**src/rtl/serial_add_ctrl_pkg.sv**
```systemverilog
// Shared constants for the bit-serial adder controller: FSM encoding,
// default operand width and the bit-counter sizing helper.
package serial_add_pkg;

  localparam logic [1:0] ST_IDLE = 2'd0;
  localparam logic [1:0] ST_RUN  = 2'd1;
  localparam logic [1:0] ST_DONE = 2'd2;

  localparam int DEFAULT_WIDTH = 8;

  // A 1-bit operand still needs a 1-bit counter.
  function automatic int cnt_width(input int w);
    return (w > 1) ? $clog2(w) : 1;
  endfunction

endpackage

```
**src/rtl/serial_add_ctrl_fa_str.sv**
```systemverilog
// Single full-adder cell shared by the serial adder datapath.
module FA_str (
  output logic c_out,
  output logic sum,
  input  logic a,
  input  logic b,
  input  logic c_in
);

  logic axb;

  assign axb   = a ^ b;
  assign sum   = axb ^ c_in;
  assign c_out = (a & b) | (c_in & axb);

endmodule

```
**src/rtl/serial_add_ctrl.sv**
```systemverilog
// Bit-serial adder controller: one FA cell, LSB first, one bit per clock,
// operands in and results out over valid/ready handshakes.
//
// state | meaning
// IDLE  | waiting for operands, start_ready high
// RUN   | adding one bit position per cycle
// DONE  | result presented, waiting for done_ready
module serial_add_ctrl
  import serial_add_pkg::*;
#(
  parameter int WIDTH = DEFAULT_WIDTH
) (
  input  logic             clk,
  input  logic             rst_n,
  input  logic             start_valid,
  output logic             start_ready,
  input  logic [WIDTH-1:0] a,
  input  logic [WIDTH-1:0] b,
  input  logic             c_in,
  output logic             done_valid,
  input  logic             done_ready,
  output logic [WIDTH-1:0] sum,
  output logic             c_out,
  output logic             ovf,
  output logic             busy
);

  localparam int CW = cnt_width(WIDTH);

  logic [1:0]       state_q, state_d;
  logic [WIDTH-1:0] a_q, a_d;
  logic [WIDTH-1:0] b_q, b_d;
  logic [WIDTH-1:0] sum_q, sum_d;
  logic [CW-1:0]    cnt_q, cnt_d;
  logic             carry_q, carry_d;
  logic             ovf_q, ovf_d;
  logic             fa_sum, fa_c_out;

  FA_str u_fa (
    .c_out (fa_c_out),
    .sum   (fa_sum),
    .a     (a_q[0]),
    .b     (b_q[0]),
    .c_in  (carry_q)
  );

  always_comb begin
    state_d = state_q;
    a_d     = a_q;
    b_d     = b_q;
    sum_d   = sum_q;
    cnt_d   = cnt_q;
    carry_d = carry_q;
    ovf_d   = ovf_q;
    case (state_q)
      ST_IDLE: begin
        if (start_valid) begin
          a_d     = a;
          b_d     = b;
          carry_d = c_in;
          sum_d   = '0;
          cnt_d   = '0;
          state_d = ST_RUN;
        end
      end
      ST_RUN: begin
        // New sum bit enters at the MSB so the LSB ends up at bit 0.
        sum_d   = (sum_q >> 1) | (WIDTH'(fa_sum) << (WIDTH - 1));
        a_d     = a_q >> 1;
        b_d     = b_q >> 1;
        carry_d = fa_c_out;
        if (cnt_q == CW'(WIDTH - 1)) begin
          ovf_d   = carry_q ^ fa_c_out;
          state_d = ST_DONE;
        end else begin
          cnt_d = cnt_q + CW'(1);
        end
      end
      ST_DONE: begin
        if (done_ready) begin
          state_d = ST_IDLE;
        end
      end
      default: state_d = ST_IDLE;
    endcase
  end

  always_ff @(posedge clk) begin
    if (!rst_n) begin
      state_q <= ST_IDLE;
      a_q     <= '0;
      b_q     <= '0;
      sum_q   <= '0;
      cnt_q   <= '0;
      carry_q <= 1'b0;
      ovf_q   <= 1'b0;
    end else begin
      state_q <= state_d;
      a_q     <= a_d;
      b_q     <= b_d;
      sum_q   <= sum_d;
      cnt_q   <= cnt_d;
      carry_q <= carry_d;
      ovf_q   <= ovf_d;
    end
  end

  assign start_ready = (state_q == ST_IDLE);
  assign done_valid  = (state_q == ST_DONE);
  assign busy        = (state_q == ST_RUN) || (state_q == ST_DONE);
  assign sum         = sum_q;
  assign c_out       = carry_q;
  assign ovf         = ovf_q;

endmodule

```
**config.mk**
```make
export PLATFORM = sky130hd
export DESIGN_NAME = serial_add_ctrl
export DESIGN_NICKNAME = d
export VERILOG_FILES = /design/src/rtl/serial_add_ctrl_pkg.sv /design/src/rtl/serial_add_ctrl_fa_str.sv /design/src/rtl/serial_add_ctrl.sv
export SDC_FILE = /design/constraint.sdc
export NUM_CORES = 1
export LEC_CHECK = 0
export CAP_MARGIN = 20
export CORE_ASPECT_RATIO = 0.75
export CORE_MARGIN = 1
export CORE_UTILIZATION = 40
export DETAILED_ROUTE_END_ITERATION = 7
export PLACE_DENSITY = 0.69
export SYNTH_ARGS = -nofsm -noshare
export SYNTH_HDL_FRONTEND = slang
export SYNTH_SLANG_ARGS = --single-unit
```
**constraint.sdc**
```tcl
create_clock -name clk -period 1.41 [get_ports clk]
set_input_delay 0.2115 -clock clk [delete_from_list [all_inputs] [get_ports clk]]
set_output_delay 0.2115 -clock clk [all_outputs]
set_load 0.03 [all_outputs]
```
==> flow_results.org <==
** STA
- The max-slew violation count is 0.
- Worst hold slack :: 0.473 ns
- Final number of hold-violating endpoints :: 0
- Worst-Margin Slew :: 0.306 ns
- Clk_skew :: approximately 0.007 ns
- Finish-stage setup viols :: 0
- Across all setup checks in the final design, the least slack found is between 0.04 and 0.05 ns.
- Static timing analysis puts the maximum clock frequency at approximately 0.73 GHz.
- Post-route clock period utilization :: ~97%
- After layout, the minimum clock period comes to 1.36 ns.
- Measured against its own limit, the worst slew margin works out to about four fifths.
- Setup repair after global routing could not meet its margin everywhere.

** Power
- The share of total power dissipated in sequential elements is ~34%.
- Clk network pwr share :: a little under a fifth
- The analysis attributes to net switching a power of approximately 1.3 mW.
- VDD sags by at most roughly 670 µV.
- Power share of the combinational group :: between 40% and 50%
- Dividing total power by cell area gives a power density of around 1800 mW/mm².
- Internal :: 2.30 mW
- Total power of the final layout :: about 3.7 mW
- Of the total power, the share spent switching nets is a little under two fifths.
- Summed over all cells, the static leakage comes to a little under 1 nW.

** Floorplan
- Vertical die dimension :: around 55 µm
- Die X :: 72.4 µm
- The region available for standard cell placement spans 0.00342 mm².
- Num rows :: 18
- Top-level I/O count :: 34
- Initial Utilization :: 43.5%
- The die covers about 0.0040 mm².

** Critical path
- Data arrives at the worst endpoint at between 1 and 1.5 ns.
- STA classifies the critical path endpoint as a primary output.
- The critical path goes through inv_2, ha_4, buf_4, buf_6.
- The number of cells on the worst reg-to-reg path is 5.
- Along the worst path, the maximum fanout reaches 6.
- STA classifies the critical path startpoint as a flop.
- STA puts the critical path data required time at between 1 and 1.5 ns.
- On the worst path, the slowest cell contributes a delay of 0.37 ns.
- Among all stages on the critical path, the largest delay is contributed by dfxtp_4.
- Critical path type :: reg -> out

** Route
- DRC violation count after routing :: 0
- Average routed wire per standard cell :: between 10 and 15 µm
- Routed wire length :: about 3400 µm
- Via density :: between 4 and 5
- Once detail routing completed, the nets flagged for antenna violations numbered 0.
- Drt first-iter violations :: 52
- Via total after detailed routing :: 1210
- Number of optimization iterations in the first detailed-route pass :: 5

** Logic synthesis
- Synthesized instance count :: 149
- Cells taking the most area after synthesis :: dfxtp_1 (42%), mux2i_1 (11%), o211a_1 (8.1%), nand2_1 (6.6%), ha_1 (5.0%)
- Number of synthesized register bits :: 31
- For this run, asynchronously set or reset flops after synthesis account for 0%.
- The cell area that synthesis handed to floorplanning was ~0.0015 mm².
- EDFF count, synth :: 0
- Cell accounting for the most synthesized area :: dfxtp_1
- Top cell types by occurrence after synthesis :: dfxtp_1 (31), nand2_1 (26), mux2i_1 (17)
- Number of synthesis warnings :: 0
- After synthesis, the mean cell area works out to around 10 µm².
- Net count after synthesis :: between 150 and 200
- Area fraction of the dominant cell type after synthesis :: 41.7%
- Distinct cell type count after synthesis :: 25
- For this run, the leading register cell type out of synthesis is dfxtp_1.
- Sequential area share after synthesis :: 41.7%
- In the post-synthesis netlist, the cell with the most instances is dfxtp_1.

** Worst hold path
- Worst min-delay path category :: reg -> reg
- Min-Delay Path Depth :: 2

** Clock network
- Buffer levels on the longest clock path :: 2
- Clock tree synthesis found a total of 31 sinks.
- CTS tree :: yes
- Htree depth :: 2
- Cts bufs inserted :: 5
- Clock-pin slew was measured on the worst setup and hold paths at around 0.06 ns.
- The tree is rooted in a clkbuf_8.
- Worst skew pair latency :: 0.28 ns

** GRT
- Busiest grt layer :: met2
- Global-route usage over all layers :: 18.5%
- The number of global-route vias before repair is around 1200.
- Met3 track demand over resource :: between 5 and 6%
- For met2 alone, demand over resource in global routing was 30.8%.
- Aggregate global routing overflow :: 0
- Wire length of the first global-routing pass :: ~5500 µm
- Largest net degree at the start of global routing :: 16
- Number of antenna violations at the first check in global routing :: 0
- Met1 track demand over resource in global routing :: between 20% and 30%

** Placement
- Timing analysis after detailed placement gives a worst setup slack of -0.0504 ns.
- Dpl hpwl :: about 2300 µm
- The count of buffers added on input and output ports is 33.
- Placer's final routability congestion estimate :: 0.770

** Job
- Max-cap violations :: 0

** Layout
- Cells with a size suffix above 1 make up 20.2% of the layout.
- Relative to the synthesized area, the layout overhead comes to 39.8%.
- Number of antenna cells inserted :: 0
- Final net count :: 220
- Utilization of the core after routing :: 60.7%

** Run status
- The run finished with clean final reports.
-- stage by stage --
stage          cell area, µm²  TNS [ns]  instances
2_1_floorplan            1500    -0.788        149
3_3_place_gp             1910    -0.131        232
3_5_place_dp             1910    -0.521        232
4_1_cts                  2020         0        241
5_1_grt                  2080   -0.0160        243
6_report                 2080         0        243
-- layer usage --
layer / share of wire [%] / routed length [µm]
met1: 49 / 1670
met2: 47 / 1600
met3: 4.2 / 144
met4: 0.55 / 19
met5: 0 / 0
-- area by class of cell --
class	instances	area [µm²]
fillers	308	1340
multi-input cells	99	833
flip-flops and latches	31	631
repair buffers	46	432
clock buffers	6	72.6
well taps	50	62.6
inverters	9	36.3
clock inverters	2	12.5
-- path summary, 6_finish.rpt --
check | from | to | slack (ns)
max reg2reg | state_q[0]$_SDFFE_PN0P_ | cnt_q[0]$_SDFFE_PN0P_ | 0.06
min reg2reg | ovf$_SDFFE_PN0P_ | ovf$_SDFFE_PN0P_ | 0.47
min | ovf$_SDFFE_PN0P_ | ovf$_SDFFE_PN0P_ | 0.47
max | state_q[0]$_SDFFE_PN0P_ | start_ready | 0.05
-- flip-flops by register name, summed over array words and instances (netlist names) --
signal   flops
a_q          8
b_q          8
sum          8
cnt_q        3
state_q      2
c_out        1
ovf          1
-- cell usage in the layout (no fill, tap or decap), drive strengths merged, types with 3 or more instances in the layout --
| cell | instances |
|---|---|
| dfxtp | 31 |
| nand2 | 26 |
| clkdlybuf4s50 | 20 |
| mux2i | 17 |
| buf | 16 |
| o211a | 12 |
| dlygate4sd2 | 10 |
| inv | 9 |
| a32oi | 8 |
| nor2b | 8 |
| clkbuf | 6 |
| ha | 6 |
| a21boi | 4 |
| nand3 | 3 |
-- critical path, delay by kind of cell, from the launching register on --
kind,cells,cell delay [ns]
buf+inv,3,0.33
flops,1,0.37
fa+ha+maj,1,0.18
-- power by group through the flow --
stage,combinational [mW],sequential (mW),clock (mW)
3_5_place_dp,1.55,1.24,0
6_report,1.75,1.24,0.666
4_1_cts,1.64,1.24,0.684
5_1_grt,1.89,1.26,0.722
3_3_place_gp,1.52,1.23,0
2_1_floorplan,1.16,1.24,0
-- repair_timing --
item,4_1_cts,5_1_grt
gates cloned,1,0
setup buffers,0,2
gates resized for setup,16,11
hold buffers,0,0
endpoints found under the setup margin,22,18
pin swaps,0,5
-- cell families after synthesis --
| group | after synthesis | share of synthesized area [%] |
|---|---|---|
| buffers and inverters | 20 | 7.06 |
| flip-flops | 31 | 41.7 |
| XOR/XNOR | 1 | 0.589 |
| multiplexers | 18 | 12.4 |
| adder cells (fa/ha/maj) | 7 | 6.39 |
| AO/OA/AOI/OAI | 30 | 18.5 |
| AND/OR/NAND/NOR | 42 | 13.3 |
No activity file was read; power rests on OpenSTA's default activity.
